===== src/rtl/pio_debounce_capture.sv =====
// Debounced parallel input port: per-bit 2-flop sync, stability counter, edge capture
// with write-1-to-clear, maskable level irq, Avalon-MM slave with 1-cycle read latency.
module pio_debounce_capture #(
   parameter int WIDTH           = 4,
   parameter int DEBOUNCE_CYCLES = 500000,
   parameter int CNT_W           = 19,
   parameter int ACTIVE_LOW      = 1,
   parameter int EDGE_MODE       = 1
) (
   input  logic             clk,
   input  logic             reset,
   input  logic [WIDTH-1:0] pio_in,
   input  logic [1:0]       address,
   input  logic             chipselect,
   input  logic             read,
   input  logic             write,
   input  logic [31:0]      writedata,
   output logic [31:0]      readdata,
   output logic             irq
);

   typedef enum logic [1:0] {
      REG_DATA    = 2'd0,
      REG_IRQMASK = 2'd1,
      REG_EDGECAP = 2'd2,
      REG_RAW     = 2'd3
   } reg_addr_t;

   localparam logic [WIDTH-1:0] INV_MASK = {WIDTH{ACTIVE_LOW != 0}};
   localparam logic [CNT_W-1:0] CNT_LAST = CNT_W'(DEBOUNCE_CYCLES - 1);
   localparam bit CAP_RISE = (EDGE_MODE == 0) || (EDGE_MODE == 2);
   localparam bit CAP_FALL = (EDGE_MODE == 1) || (EDGE_MODE == 2);

   logic [WIDTH-1:0] sync1, sync2, level;
   logic [WIDTH-1:0] stable, stable_next;
   logic [CNT_W-1:0] cnt      [WIDTH];
   logic [CNT_W-1:0] cnt_next [WIDTH];
   logic [WIDTH-1:0] irqmask, irqmask_next;
   logic [WIDTH-1:0] edgecap, edgecap_next;
   logic [WIDTH-1:0] edge_hit, clear_bits;
   logic [31:0]      rd_mux;
   reg_addr_t        reg_sel;
   logic             wr_en;
   logic             unused_wdata;

   // Synchroniser resets to the de-asserted pin level, so the logical level starts at 0.
   assign level        = sync2 ^ INV_MASK;
   assign reg_sel      = reg_addr_t'(address);
   assign wr_en        = chipselect & write;
   assign unused_wdata = ^writedata;

   // NOTE: combinational blocks use blocking '=' and give every output a default first,
   // so no latch can be inferred on any path.
   always_comb begin
      stable_next = stable;
      for (int i = 0; i < WIDTH; i++) begin
         cnt_next[i] = '0;
         if (level[i] != stable[i]) begin
            if (cnt[i] == CNT_LAST) stable_next[i] = level[i];
            else                    cnt_next[i]    = cnt[i] + 1'b1;
         end
      end
   end

   always_comb begin
      edge_hit = '0;
      if (CAP_RISE) edge_hit = edge_hit | (stable_next & ~stable);
      if (CAP_FALL) edge_hit = edge_hit | (~stable_next & stable);
   end

   // A new edge in the same cycle as a W1C write to that bit wins over the clear.
   assign clear_bits   = (wr_en && reg_sel == REG_EDGECAP) ? writedata[WIDTH-1:0] : '0;
   assign edgecap_next = (edgecap & ~clear_bits) | edge_hit;
   assign irqmask_next = (wr_en && reg_sel == REG_IRQMASK) ? writedata[WIDTH-1:0] : irqmask;

   always_comb begin
      rd_mux = '0;
      case (reg_sel)
         REG_DATA:    rd_mux[WIDTH-1:0] = stable;
         REG_IRQMASK: rd_mux[WIDTH-1:0] = irqmask;
         REG_EDGECAP: rd_mux[WIDTH-1:0] = edgecap;
         REG_RAW:     rd_mux[WIDTH-1:0] = level;
      endcase
   end

   // NOTE: sequential state uses non-blocking '<=' so every flop samples pre-edge values.
   always_ff @(posedge clk or posedge reset) begin
      if (reset) begin
         sync1    <= INV_MASK;
         sync2    <= INV_MASK;
         stable   <= '0;
         // NOTE: the counter array is reset explicitly; a reset mid-debounce must
         // discard any partial count rather than leave it to finish early.
         for (int i = 0; i < WIDTH; i++) cnt[i] <= '0;
         irqmask  <= '0;
         edgecap  <= '0;
         readdata <= '0;
         irq      <= 1'b0;
      end else begin
         sync1    <= pio_in;
         sync2    <= sync1;
         stable   <= stable_next;
         for (int i = 0; i < WIDTH; i++) cnt[i] <= cnt_next[i];
         irqmask  <= irqmask_next;
         edgecap  <= edgecap_next;
         irq      <= |(edgecap_next & irqmask_next);
         if (chipselect && read) readdata <= rd_mux;
      end
   end

endmodule


===== config.mk =====
export PLATFORM = sky130hd
export DESIGN_NAME = pio_debounce_capture
export DESIGN_NICKNAME = d
export VERILOG_FILES = /design/src/rtl/pio_debounce_capture.sv
export SDC_FILE = /design/constraint.sdc
export NUM_CORES = 1
export LEC_CHECK = 0
export ABC_CLOCK_PERIOD_IN_PS = 5700
export CORE_MARGIN = 10
export CORE_UTILIZATION = 55
export CTS_BUF_LIST = sky130_fd_sc_hd__clkbuf_8
export CTS_CLUSTER_DIAMETER = 50
export DETAILED_ROUTE_END_ITERATION = 8
export DONT_BUFFER_PORTS = 1
export GPL_TIMING_DRIVEN = 0
export PLACE_DENSITY = 0.76
export SYNTH_ARGS = -nofsm -noshare
export SYNTH_HDL_FRONTEND = slang
export SYNTH_SLANG_ARGS = --single-unit
export TNS_END_PERCENT = 100

===== constraint.sdc =====
create_clock -name clk -period 5.7 [get_ports clk]
set_clock_uncertainty 0.15 [all_clocks]
set_input_delay 0.57 -clock clk [delete_from_list [all_inputs] [get_ports clk]]
set_output_delay 0.57 -clock clk [all_outputs]
set_load 0.03 [all_outputs]

==> results.cfg <==
[run]
maxCapViolCount = 0

[setup_path]
startpoint_type = flip-flop
critical_path_arrival_ns = 2.42
timing.rr.start = cnt[30]$_DFF_PP0_
path_max_fanout = 10
cp-startpoint = cnt[30]$_DFF_PP0_
cp.required_ns = 5.79
worstSetupEndpointType = flip-flop
path_class = flip-flop to flip-flop

[clock_network]
cts.sinks = 101
clock_latency_ns = 0.35
cts_tree = built
htree_num_levels = 3
cts-resized-gates = 0
clk_pin_slew_ns = 0.10
clk_path_buf_depth = 2
numCtsBuffers = 9
cts.root.buffer_cell = clkbuf_8

[logic_synthesis]
synth_fa_ha_area_share_pct = 1.028
synth_seq_cells = 101
yosys.area.top_type = dfrtp_1
synth_cell_types = 45
synth_edf_count = 0
synth_xor_area_share_pct = 12.96
syn_avg_cell_area_um2 = 10.38
synth_compound_area_share_pct = 1.620
synth_top_family_by_area = simple AND/OR/NAND/NOR gates
synth_warnings = 0
synth_top_area_share_pct = 47.81
yosysMostFrequentCell = dfrtp_1
synthMuxAreaShare_pct = 3.676
synthSimpleGateAreaFrac_pct = 22.11
synth_cells = 469
syn_area_mm2 = 0.004867
synth-async-reset-ratio_pct = 100.0
yosysSeqAreaShare_pct = 52.13
synth_top_cells_by_count = 93 x dfrtp_1, 87 x nor2_1, 44 x xor2_1, 37 x nand2_1, 29 x buf_4
synth.area.top_cells = dfrtp_1 48%, xor2_1 7.9%, nor2_1 6.7%, xnor2_1 5.0%, buf_4 4.5%
synth-main-ff-cell = dfrtp_1

[global_routing]
use_met1_pct = 17.53
grt_pass1_wl_mm = 15.38
met2_usage_pct = 22.89
antenna_found_initial = 0
use_met3_pct = 4.927
grt_remaining_overflow = 0
grt_max_degree = 76
busiest_layer = met2
grt_util_all_layers_pct = 14.17
grt_pass1_vias = 3283

[final_layout]
drive_gt1_share_pct = 14.59
fin_cells = 622
n_fill_cell = 737
syn_to_final_growth_pct = 9.820
fin_nets = 556
n_antenna_cell = 0

[power]
ir_worst_vdd_mv = 0.2714
power_density_mw_per_mm2 = 250.0
power_leakage_nw = 2.430

[sta]
fmax_ghz = 0.4286
hold_viol_final = 0
final_max_slew_viol_count = 0
tightestPinTransition_ns = 0.7276
min_period_over_period_pct = 40.93
finalSetupTns_ns = 0
rsz0062_at_grt = no
slew_headroom_pct = 51.12
setup_viol = 0
finalCriticalPeriod_ns = 2.333

[worst_hold_path]
min_path_type = input pin to flip-flop
hold_start = pio_in[2]

[die]
die-area_mm2 = 0.01301
coreArea_mm2 = 0.008678
rows = 34
boundaryPins = 76
die_w_um = 114.1
die_h_um = 114.1
start_util_pct = 56.08

[placement]
gp_congestion = 0.8058
dpl.hpwl_mm = 6.302
numPlacedInstances = 605
port_buffers = 0

[detailed_routing]
wl_per_cell_um = 13.97
drt-total-wl_mm = 8.690
dr.pass1.iters = 4
drt-initial-drc-count = 152
vias = 3246
viasPerCell = 5.219
drt_drc_violations_left = 0
ant_nets = 0

[outcome]
status = completed
## metal layers
layer / routed length [um] / vias up
met5: 0 / -
met4: 99 / 0
met3: 617 / 7
met2: 4162 / 66
met1: 3811 / 1573
li1: - / 1600
## registers in the layout (all words and copies together) (netlist names)
name / cells
stable: 4
cnt: 76
irqmask: 4
irq: 1
edgecap: 4
sync2: 4
sync1: 4
readdata: 4
## path summary, 6_finish.rpt
check	end	slack, ns	cells past startpoint
hold reg to reg	sync2[0]$_DFF_PP1_	0.21	0
min in group asynchronous	cnt[6]$_DFF_PP0_	0.53	2
setup / recovery	cnt[34]$_DFF_PP0_	3.37	6
setup reg to reg	cnt[34]$_DFF_PP0_	3.37	6
hold / removal	sync1[2]$_DFF_PP1_	0.06	0
max in group asynchronous	sync2[0]$_DFF_PP1_	4.16	3
## cell type report
type | count | area, um2 | area share (%)
multi-input cells | 346 | 2120 | 39.65
plain buffers | 34 | 255.2 | 4.775
flip-flops and latches | 101 | 2537 | 47.47
repair buffers | 2 | 37.54 | 0.7022
clock inverters | 6 | 63.81 | 1.194
inverters | 15 | 58.81 | 1.100
well taps | 108 | 135.1 | 2.528
clock buffers | 10 | 137.6 | 2.575
## layout by cell type (no fill, tap or decap), types with 7 or more instances in the layout
| cell type | count |
|---|---|
| dfrtp_1 | 93 |
| nor2_1 | 87 |
| xor2_1 | 44 |
| nand2_1 | 37 |
| buf_4 | 29 |
| xnor2_1 | 28 |
| conb_1 | 28 |
| nand3_1 | 25 |
| nand4_1 | 16 |
| inv_1 | 15 |
| and3_1 | 11 |
| clkbuf_8 | 10 |
| nor3_1 | 8 |
| dfstp_2 | 8 |
| nor4_1 | 7 |
| mux2_2 | 7 |
## worst max-delay path, stage by stage (launching register included)
cell and delay, ns:
dfrtp_1 0.43, or4b_1 0.53, nor4_1 0.45, nand2_1 0.20
nand2_2 0.20, buf_4 0.20, nor2_1 0.06
## per-stage QoR
step / worst slack (ns) / total power, mW / hold slack, ns / utilization (%) / area [um2]
final: 3.367 / 1.336 / 0.06314 / 61.59 / 5345
after global routing: 3.138 / 1.395 / 0.03832 / 61.59 / 5345
after CTS: 3.366 / 1.357 / 0.04036 / 61.59 / 5345
after floorplan: 2.346 / 0.8794 / 0.1952 / - / 4969
after detailed placement: 3.387 / 0.9017 / 0.1981 / 59.16 / 5134
after global placement: 1.384 / 0.8967 / 0.1970 / 58.81 / 5104
## cells by family (layout without fill, tap and decap cells)
| kind of cell | count (synthesis) | in the layout |
|---|---|---|
| DFF | 101 | 101 |
| and+or+nand+nor | 219 | 219 |
| AOI/OAI and AO/OA | 11 | 11 |
| xor gates and xnor gates | 72 | 72 |
| other | 1 | 28 |
| buffers and inverters | 49 | 67 |
| adders and majority gates | 4 | 4 |
| muxes | 12 | 12 |
## where the power goes
group	internal [mW]	switching, mW
clock network	0.214	0.234
registers	0.744	0.0341
logic	0.0437	0.0658
total	1.00	0.334
## repair_timing
item,4_1_cts,5_1_grt
endpoints found under the hold margin,25,0
buffers inserted,0,0
hold buffers,1,0
endpoints found under the setup margin,0,0
No activity file was read; power rests on OpenSTA's default activity.
